--- src/rtl/sm_stats_scheduler.sv ---
// Surveillance statistics scheduler: counts decoder strobes per sampling interval,
// snapshots them on each interval tick and streams header + counter words downstream.
module sm_stats_scheduler #(
    parameter int NUM_TDM_ENDPOINTS = 4,
    parameter int CNT_WIDTH         = 16,
    localparam int ENDP_WIDTH       = (NUM_TDM_ENDPOINTS > 1) ? $clog2(NUM_TDM_ENDPOINTS) : 1
) (
    input  logic                  clk,
    input  logic                  rst,
    input  logic [3:0]            enable,
    input  logic [ENDP_WIDTH-1:0] ep,
    input  logic [31:0]           period,
    output logic                  out_valid,
    input  logic                  out_ready,
    output logic [31:0]           out_data,
    output logic                  busy
);
    localparam int NUM_CNT = 2 + 2 * NUM_TDM_ENDPOINTS;
    localparam logic [7:0] LAST_IDX = 8'(NUM_CNT - 1);
    localparam logic [CNT_WIDTH-1:0] CNT_MAX = '1;

    typedef enum logic [1:0] {S_IDLE, S_HDR, S_DATA} state_t;

    state_t               state_q, state_d;
    logic [31:0]          timer_q, timer_d;
    logic [15:0]          seq_q, seq_d;
    logic [7:0]           idx_q, idx_d;
    logic                 overrun_q, overrun_d;
    logic                 ovr_hdr_q, ovr_hdr_d;
    logic [31:0]          out_data_q, out_data_d;
    logic [CNT_WIDTH-1:0] live_q [NUM_CNT];
    logic [CNT_WIDTH-1:0] live_d [NUM_CNT];
    logic [CNT_WIDTH-1:0] shadow_q [NUM_CNT];
    logic [CNT_WIDTH-1:0] shadow_d [NUM_CNT];
    logic [NUM_CNT-1:0]   hit;
    logic                 tick, snap, hs;

    assign out_valid = (state_q != S_IDLE);
    assign busy      = out_valid;
    assign out_data  = out_data_q;
    assign hs        = out_valid && out_ready;
    // >= rather than == so a period shrunk below the running timer still ticks
    assign tick      = (period != 32'd0) && (timer_q >= period - 32'd1);
    assign snap      = tick && (state_q == S_IDLE);

    function automatic logic [23:0] shadow_word(input logic [7:0] k);
        logic [23:0] sel;
        sel = '0;
        for (int i = 0; i < NUM_CNT; i++)
            if (k == 8'(i)) sel = 24'(shadow_q[i]);
        return sel;
    endfunction

    always_comb begin
        hit    = '0;
        hit[0] = enable[0];
        hit[1] = enable[1];
        for (int e = 0; e < NUM_TDM_ENDPOINTS; e++) begin
            if (int'(ep) == e) begin
                hit[2 + 2 * e] = enable[2];
                hit[3 + 2 * e] = enable[3];
            end
        end
    end

    // A strobe in the snapshot cycle lands in the freshly cleared interval
    always_comb begin
        for (int i = 0; i < NUM_CNT; i++) begin
            live_d[i] = snap ? '0 : live_q[i];
            if (hit[i] && (live_d[i] != CNT_MAX)) live_d[i] = live_d[i] + CNT_WIDTH'(1);
            shadow_d[i] = snap ? live_q[i] : shadow_q[i];
        end
    end

    always_comb begin
        timer_d = ((period == 32'd0) || tick) ? 32'd0 : timer_q + 32'd1;
    end

    always_comb begin
        state_d    = state_q;
        seq_d      = seq_q;
        idx_d      = idx_q;
        out_data_d = out_data_q;
        overrun_d  = overrun_q;
        ovr_hdr_d  = ovr_hdr_q;
        case (state_q)
            S_IDLE: begin
                if (tick) begin
                    state_d    = S_HDR;
                    out_data_d = {4'hA, overrun_q, 11'b0, seq_q};
                    ovr_hdr_d  = 1'b0;
                end
            end
            S_HDR: begin
                if (hs) begin
                    state_d    = S_DATA;
                    seq_d      = seq_q + 16'd1;
                    idx_d      = 8'd0;
                    // overruns that hit while this header was stalled were not carried by it
                    overrun_d  = ovr_hdr_q;
                    out_data_d = {8'd0, shadow_word(8'd0)};
                end
            end
            S_DATA: begin
                if (hs) begin
                    if (idx_q == LAST_IDX) begin
                        state_d    = S_IDLE;
                        out_data_d = 32'd0;
                    end else begin
                        idx_d      = idx_q + 8'd1;
                        out_data_d = {idx_q + 8'd1, shadow_word(idx_q + 8'd1)};
                    end
                end
            end
            default: state_d = S_IDLE;
        endcase
        if (tick && (state_q != S_IDLE)) begin
            overrun_d = 1'b1;
            ovr_hdr_d = 1'b1;
        end
    end

    always_ff @(posedge clk) begin
        if (rst) begin
            state_q    <= S_IDLE;
            timer_q    <= '0;
            seq_q      <= '0;
            idx_q      <= '0;
            overrun_q  <= 1'b0;
            ovr_hdr_q  <= 1'b0;
            out_data_q <= '0;
            live_q     <= '{default: '0};
            shadow_q   <= '{default: '0};
        end else begin
            state_q    <= state_d;
            timer_q    <= timer_d;
            seq_q      <= seq_d;
            idx_q      <= idx_d;
            overrun_q  <= overrun_d;
            ovr_hdr_q  <= ovr_hdr_d;
            out_data_q <= out_data_d;
            live_q     <= live_d;
            shadow_q   <= shadow_d;
        end
    end
endmodule

--- config.mk ---
export PLATFORM = sky130hd
export DESIGN_NAME = sm_stats_scheduler
export DESIGN_NICKNAME = d
export VERILOG_FILES = /design/src/rtl/sm_stats_scheduler.sv
export SDC_FILE = /design/constraint.sdc
export NUM_CORES = 1
export LEC_CHECK = 0
export BUFFER_PORTS_ARGS = -buffer_cell sky130_fd_sc_hd__buf_4
export CAP_MARGIN = 10
export CORE_MARGIN = 1
export CORE_UTILIZATION = 35
export CTS_CLUSTER_DIAMETER = 50
export CTS_CLUSTER_SIZE = 12
export DETAILED_ROUTE_END_ITERATION = 8
export GPL_TIMING_DRIVEN = 0
export HOLD_SLACK_MARGIN = 0.12
export MAX_ROUTING_LAYER = met4
export PLACE_DENSITY = 0.61
export SKIP_CTS_REPAIR_TIMING = 1
export SYNTH_ARGS = -nofsm -noshare
export SYNTH_HDL_FRONTEND = slang
export SYNTH_SLANG_ARGS = --single-unit
--- constraint.sdc ---
create_clock -name clk -period 22.7 [get_ports clk]
set_input_delay 3.405 -clock clk [delete_from_list [all_inputs] [get_ports clk]]
set_output_delay 3.405 -clock clk [all_outputs]
set_load 0.03 [all_outputs]
Yosys cells after proc, flatten, opt, wreduce, memory -nomap -nowiden
Cells that the tools add are included.
{ "word_totals": {"register_bits": 412, "latchBits": 0, "mem_bits_rw": 0, "romBits": 0, "inputBits": 41, "out_inout_bits": 34, "word_cells": 160, "n_memories": 0} }
{ "classes": {"add_sub_neg": 14, "mul": 0, "n_div": 0, "order_cmp": 1, "n_eq_ne": 30, "n_shift": 0, "mux": 54, "bitwise_logic": 0, "n_reduce_logical": 34} }
{ "ops": {"columns": ["cell", "count"], "rows": [
  ["16-bit 2-to-1 mux", 21],
  ["24-bit 2-to-1 mux", 9],
  ["16-bit by 1-bit adder with 16-bit output, second input constant", 11],
  ["16-bit != test, second input constant", 10],
  ["32-bit 2-to-1 mux", 4],
  ["32-bit case mux with 3 select lines", 1],
  ["32-bit by 1-bit adder with 32-bit output, second input constant", 1],
  ["8-bit by 3-bit == test with 1-bit output, second input constant", 4],
  ["32-bit >= comparator", 1],
  ["32-bit logical NOT", 1],
  ["32-bit nonzero test", 1],
  ["32-bit by 1-bit subtractor with 32-bit output, second input constant", 1],
  ["8-bit by 4-bit == test with 1-bit output, second input constant", 3],
  ["8-bit 2-to-1 mux", 3],
  ["8-bit by 2-bit == test with 1-bit output, second input constant", 2],
  ["2-bit 2-to-1 mux", 8],
  ["8-bit case mux with 2 select lines", 1],
  ["1-bit logical AND", 14],
  ["4-bit AND reduction", 3],
  ["2-bit nonzero test", 6],
  ["2-bit != test, second input constant", 5],
  ["8-bit by 1-bit adder with 8-bit output, second input constant", 1],
  ["8-bit by 1-bit == test with 1-bit output, second input constant", 1],
  ["8-bit logical NOT", 1],
  ["9 further kinds", 20]
]} }

Longest topological paths before layout
Gate-level depths: netlist (run 1).
{ "depth": {"depth_word": 15, "mapped_depth": 25, "depth_no_buf": 23} }

Worst setup path before layout (run 1)
No wires, ideal clock.
{ "synth_path": {"kind": "input to register", "from": "in period[2]", "to": "reg live_q[57] (netlist name)", "setup_ns": 0.128, "arrival_time_ns": 9.593, "required_time_ns": 22.572, "setup_slack_ns": 12.979, "stages": 24, "n_path_buf": 2, "cell_sequence": "or3_4 > or4_4 > or3_4 > or3_4 > or3_4 > or4_4 > nor2b_1 > xnor2_1 > ha_1 > nand4_1 > nor4_1 > o211ai_1 > a31oi_1 > o211ai_1 > clkbuf_1 > clkbuf_1 > and2_1 > ha_1 > nand3_1 > nor2_1 > a2111oi_0 > nand3_1 > xor2_1 > nor2_1"} }
{ "synth_via": {"elab_chain_cells": 8, "word_cells_on_any_way": 10, "cone_classes": "add/sub (2); order compare (1); eq/ne (1); mux (2); reduce/logical (4)"} }
{ "synth_rtl": {"columns": ["element", "line_no", "text"], "rows": [
  ["from (decl)", "12", "input logic [31:0] period,"],
  ["32-bit by 1-bit subtractor with 32-bit output", "43", "assign tick = (period != 32'd0) && (timer_q >= period - 32'd1);"],
  ["32-bit >= comparator", "43", null],
  ["1-bit logical AND (*)", "43", null],
  ["1-bit logical AND (*)", "44", "assign snap = tick && (state_q == S_IDLE);"],
  ["16-bit 2-to-1 mux (*)", "69", "live_d[i] = snap ? '0 : live_q[i];"],
  ["parallel branches: the longest is 2 deep, another holds 16-bit by 1-bit adder with 16-bit output", null, null],
  ["16-bit 2-to-1 mux (*)", "70", "if (hit[i] && (live_d[i] != CNT_MAX)) live_d[i] = live_d[i] + CNT_WIDTH'(1);"],
  ["to (signal assigned)", "142", "live_q <= live_d;"],
  ["to (decl)", "31", "logic [CNT_WIDTH-1:0] live_q [NUM_CNT];"]
]} }
Mark *: on every way between the ends.
A chain may end at the register's enable or synchronous reset.

Worst setup path in the final report (run 1)
{ "layout_path": {"from": "in period[2]", "to": "reg live_q[63] (netlist name)"} }
Same word-level chain as after synthesis.

==> results of run 1 <==
-- cells in the final DEF, fill, tap and decap left out, drive strengths merged, types with 12 or more instances in the layout --
cell type	n
a211oi	21
a21oi	322
and2	31
and3	54
and4	20
buf	112
clkbuf	177
dfxtp	404
ha	55
inv	57
nand2	516
nand3	91
nand4	60
nor2	289
nor2b	12
nor3	57
nor3b	25
nor4	20
o21ai	72
o22ai	18
or3	31
xnor2	101
xor2	94
-- flip-flops by register name (all words and copies together), names as in the netlist --
name	count
live_q	160
shadow_q	160
timer_q	32
out_data	24
seq_q	16
idx_q	8
state_q	2
overrun_q	1
ovr_hdr_q	1
-- power by group through the flow --
stage	clock (uW)	combinational (uW)	sequential [uW]
global route	801	54.5	714
floorplan	0	27.9	728
finish	761	50.1	714
detailed placement	0	49.8	729
global placement	0	48.3	729
CTS	773	50.1	714
-- synthesized netlist by cell type (all sizes together) (3+ instances only) --
cell,count,area (sq um)
nand4,60,375.4
o211ai,10,75.07
buf,45,236.5
o31a,3,26.28
a2111oi,9,78.83
nor4,20,140.1
o41ai,3,26.28
a22oi,8,60.06
a211oi,21,157.7
nor2,289,1085
nand2,516,1937
o22ai,18,112.6
or3,31,214.0
clkbuf,116,435.4
xor2,94,823.3
and3,54,337.8
or2,5,31.28
o2111ai,4,35.03
o221ai,5,43.79
a21o,7,52.55
o21ai,72,364.1
nor3,57,285.3
nor3b,25,187.7
and2,31,193.9
or4,6,56.30
a31oi,9,56.30
a311o,3,30.03
inv,47,176.4
a21oi,322,1612
nor4b,4,35.03
a21boi,3,22.52
and4,20,175.2
nor2b,12,75.07
dfxtp,404,8088
nand2b,10,62.56
xnor2,101,884.6
nand3b,8,60.06
nand3,91,455.4
a311oi,10,87.58
ha,55,688.2
-- final cells by class --
cell class	count	area [sq um]
Fill cell	5856	33460
Timing Repair Buffer	68	510.5
Multi-Input combinational cell	2029	11210
Sequential cell	404	8088
Clock inverter	19	178.9
Inverter	47	176.4
Tap cell	756	945.9
Buffer	161	671.9
Clock buffer	61	1364
-- routing by layer --
metal  vias to the layer above  global-route usage, %
met5                         -                      -
met1                      9134                  31.77
met2                       617                  37.96
met4                         0                  7.669
li1                       9298                      -
met3                       124                  2.886
-- through the flow --
| stage | std cells | setup WS [ns] | total power [uW] | cell area, sq um | hold WS, ns |
|---|---|---|---|---|---|
| 6_report | 3545 | 12.00 | 1524 | 23150 | 0.4560 |
| 5_1_grt | 3545 | 11.48 | 1570 | 23150 | 0.4724 |
| 4_1_cts | 3545 | 11.95 | 1537 | 23150 | 0.4558 |
| 3_5_place_dp | 3465 | 11.34 | 779.0 | 21600 | 0.4479 |
| 3_3_place_gp | 3463 | 10.76 | 777.4 | 21590 | 0.4391 |
| 2_1_floorplan | 2641 | 12.98 | 756.3 | 20140 | 0.4224 |
-- worst max-delay path, delay by kind of cell --
family          cells  cell delay (ns)
simple gates       14             3.93
buf+inv             4             1.41
xor+xnor            2             0.23
compound gates      4             1.62
fa+ha+maj           2             0.53
-- cell families after synthesis --
logic type	after synthesis	share of synthesized area (%)
AOI/OAI and AO/OA	526	15.01
xor gates and xnor gates	195	8.489
adders and majority gates	55	3.421
buffers and inverters	208	4.217
DFF	404	40.20
muxes	1	0.04976
other	1	0.01864
and+or+nand+nor	1244	28.59
-- final timing paths --
path	start	end	slack, ns	cells past startpoint
hold reg to reg	shadow_q[2]$_SDFFE_PP0P_	shadow_q[2]$_SDFFE_PP0P_	0.46	2
setup reg to reg	timer_q[0]$_SDFF_PP0_	live_q[58]$_SDFF_PP0_	17.15	18
hold / removal	shadow_q[2]$_SDFFE_PP0P_	shadow_q[2]$_SDFFE_PP0P_	0.46	2
setup / recovery	period[2]	live_q[63]$_SDFF_PP0_	12.00	26
==> results.tsv, run 1 <==
metric	value	unit
grt-ovfl-total	0	
hpwl	53330	um
netlist_area	20120	sq um
cp.required	23.13	ns
diodes	0	
wl_per_cell	19.63	um
status	finished, final reports clean	
vias	19173	
ys_seq_area_share	40.20	%
finalSetupViolCount	0	
power.clock.fraction	49.9	%
clockBufferDepth	3	
drtIter0Drc	1635	
p_sw_share	23.44	%
floorplan.rows	87	
highest_layer	met4	
grt_max_degree	13	
synth_ff_type	dfxtp_1	
antenna_found_initial	1	
async_flop_share	0	%
p_leak	0.007780	uW
nets	2856	
seq_power_share	46.8	%
arrival	11.13	ns
vias_per_cell	5.408	
hold_violations	0	
ctsRootBufferMaster	clkbuf_16	
cellInternalPower	1167	uW
crit_fanout	10	
crit_top_cell	or3_4	
synth_seq_cells	404	
drtPass1Iterations	7	
drc	0	
timing.final.crit_share	47.14	%
areaGrowthSynthToFinish	15.06	%
final_antenna_net_count	0	
wl_met3	3860	um
worst_pin_slew	1.379	ns
skew	0.02328	ns
path_clk_slew	0.06	ns
p_per_area	65.86	nW/um^2
synth_edf_count	0	
io_buffers	66	
numCtsBuffers	49	
htreeDepth	2	
die_x	241.8	um
dieArea	58440	sq um
dr_wl_met2	31740	um
final_core_util	40.89	%
drive_above_1_share	7.063	%
wl	69600	um
cap_viol_max_count	0	
p_sw	357.4	uW
timing.final.max_slew_violations	0	
cp-end-kind	flip-flop	
slew_headroom	8.089	%
avgSynthCellArea	7.638	sq um
finalWeightedCongestion	1.047	
core_area	56600	sq um
synth.distinct_cells	68	
min_path_type	flip-flop to flip-flop	
track_usage	23.99	%
rsz0062_at_grt	no	
initial_utilization	35.54	%
ios	75	
max_stage_delay	0.59	ns
setup_tns	0	ns
fin_crit	10.70	ns
wl_met1	31840	um
grt_pass1_wl	106500	um
clkLatencyLatePin	0.60	ns
cts_tree	done	
start_kind	primary input	
dieHeight	241.8	um
cp_slowest_cell	a2111oi_1	
ys_warn_count	0	
ir_drop	0.05589	mV
power_frac_comb	3.3	%
syn_inst	2634	
max_freq	0.09344	GHz
first_global_vias	17973	
crit_type	primary input to flip-flop	
clkSinkCount	404	
Note: power is estimated with default switching activity, not from simulation.
==> run 2, diff against run 1 <==
- PLACE_DENSITY: 0.61 -> 0.63
- clock period: 22.7 -> 9.6 ns (I/O delays scaled with it)
==> results.tsv, run 2 (synthesis results as in run 1) <==
metric	value	unit	change
slew_headroom	18.32	%	+10 points
status	finished, final reports clean		
crit_type	primary input to flip-flop		
cp-end-kind	flip-flop		
power_frac_comb	3.1	%	-0.2 points
first_global_vias	17698		-1.5%
skew	0.01771	ns	-0.005567 ns
floorplan.rows	87		unchanged
timing.final.crit_share	90.78	%	
track_usage	23.31	%	-0.68 points
ios	75		unchanged
ctsRootBufferMaster	clkbuf_16		
clkLatencyLatePin	0.59	ns	about the same
p_sw_share	22.33	%	-1.1 points
drtPass1Iterations	6		-1
min_path_type	flip-flop to flip-flop		
nets	2854		-0.070%
worst_pin_slew	1.225	ns	-0.1535 ns
hold_violations	0		unchanged
clkSinkCount	404		unchanged
wl_per_cell	19.00	um	-3.2%
cellInternalPower	2907	uW	+150%
finalWeightedCongestion	1.016		-3.0%
nFillCells	5883		+0.46%
numCtsBuffers	48		-2.0%
vias	19006		-0.87%
cts_tree	done		
p_leak	0.007828	uW	+0.62%
wl	67320	um	-3.3%
antenna_found_initial	0		-1
drtIter0Drc	1653		+1.1%
die_x	241.8	um	unchanged
timing.final.max_slew_violations	0		unchanged
io_buffers	66		unchanged
dieHeight	241.8	um	unchanged
final_cell_mix	516 x nand2_1, 404 x dfxtp_1, 322 x a21oi_1		
p_sw	835.9	uW	+130%
drive_above_1_share	7.033	%	-0.031 points
max_freq	0.1147	GHz	
grt_max_degree	13		unchanged
grt-ovfl-total	0		unchanged
start_kind	primary input		
cp.required	10.03	ns	-13.10 ns
final_common_cell	nand2_1		
ir_drop	0.1333	mV	+140%
core_area	56600	sq um	unchanged
clockBufferDepth	3		unchanged
p_per_area	161.0	nW/um^2	+140%
post-place-ws	0.3241	ns	-11.02 ns
rsz0062_at_grt	no		
areaGrowthSynthToFinish	15.57	%	
layout_setup_ws	0.8851	ns	-11.11 ns
final_antenna_net_count	0		unchanged
power	3743	uW	+150%
seq_power_share	45.1	%	-1.7 points
grt_pass1_wl	103900	um	-2.5%
power.clock.fraction	51.8	%	+1.9 points
arrival	9.14	ns	-1.99 ns
dieArea	58440	sq um	unchanged
initial_utilization	35.54	%	unchanged
fin_crit	8.715	ns	
htreeDepth	2		unchanged
reg_top3	live_q: 160 flops, shadow_q: 160 flops, timer_q: 32 flops		
crit_fanout	10		unchanged
vias_per_cell	5.364		-0.82%
cap_viol_max_count	0		unchanged
hpwl	51160	um	-4.1%
diodes	0		unchanged
path_clk_slew	0.06	ns	about the same
finalSetupViolCount	0		unchanged
drc	0		unchanged
[run 2: cell count changes in the layout (fill, tap and decap cells not counted), sizes merged]
cell           change
bufinv             +7
inv                -4
clkbuf             -3
clkdlybuf4s18      -1
clkinvlp           -1
[run 2: per-layer routing]
layer | wire (um) | share of wire [%] | global-route usage (%)
met1 | 31990 | 48 | 32.29
met4 | 2216 | 3.3 | 8.246
met5 | 0 | 0 | -
met2 | 29190 | 43 | 35.17
met3 | 3921 | 5.8 | 2.275
[run 2: worst paths after layout]
| path | from | end | slack, ns | depth (start not counted) |
|---|---|---|---|---|
| min | shadow_q[47]$_SDFFE_PP0P_ | shadow_q[47]$_SDFFE_PP0P_ | 0.45 | 2 |
| max reg2reg | timer_q[0]$_SDFF_PP0_ | live_q[58]$_SDFF_PP0_ | 4.22 | 18 |
| min reg2reg | shadow_q[47]$_SDFFE_PP0P_ | shadow_q[47]$_SDFFE_PP0P_ | 0.45 | 2 |
| max | period[2] | live_q[63]$_SDFF_PP0_ | 0.89 | 26 |
[run 2: power groups by stage]
stage	clock, uW	combinational, uW	sequential, uW
floorplan	0	66.1	1720
global placement	0	116	1720
detailed placement	0	116	1720
CTS	1960	117	1690
global route	2030	129	1690
finish	1940	117	1690
[run 2: critical path, cell delays in order]
cell       delay [ns]
buf_4            0.13
or3_4            0.40
or4_4            0.43
or3_4            0.40
or3_4            0.39
or3_4            0.39
or4_4            0.48
nor2b_1          0.18
xnor2_1          0.08
ha_1             0.29
nand4_1          0.18
nor4_1           0.48
o211ai_1         0.18
a31oi_1          0.46
o211ai_1         0.28
clkbuf_1         0.53
clkbuf_1         0.52
and2_1           0.32
ha_1             0.22
nand3_1          0.09
nor2_1           0.08
a2111oi_1        0.64
buf_2            0.26
nand3_1          0.10
xor2_1           0.14
nor2_1           0.05
[run 2: final cells by class]
class / count / area [sq um] / area share, %
flip-flops and latches: 404 / 8088 / 34.79
well taps: 756 / 945.9 / 4.068
inverters: 47 / 176.4 / 0.7588
multi-input cells: 2029 / 11210 / 48.21
repair buffers: 67 / 500.5 / 2.153
clock inverters: 21 / 347.8 / 1.496
clock buffers: 58 / 1310 / 5.635
plain buffers: 161 / 671.9 / 2.890
[run 2: through the flow]
stage	hold WS (ns)	utilization [%]	setup TNS (ns)	instance area, sq um	cells
finish	0.4549	41.07	0	23250	3543
global placement	0.4326	38.13	-0.6830	21590	3463
global route	0.4696	41.07	0	23250	3543
detailed placement	0.4426	38.15	0	21590	3464
floorplan	0.4224	-	0	20140	2641
CTS	0.4553	41.07	0	23250	3543
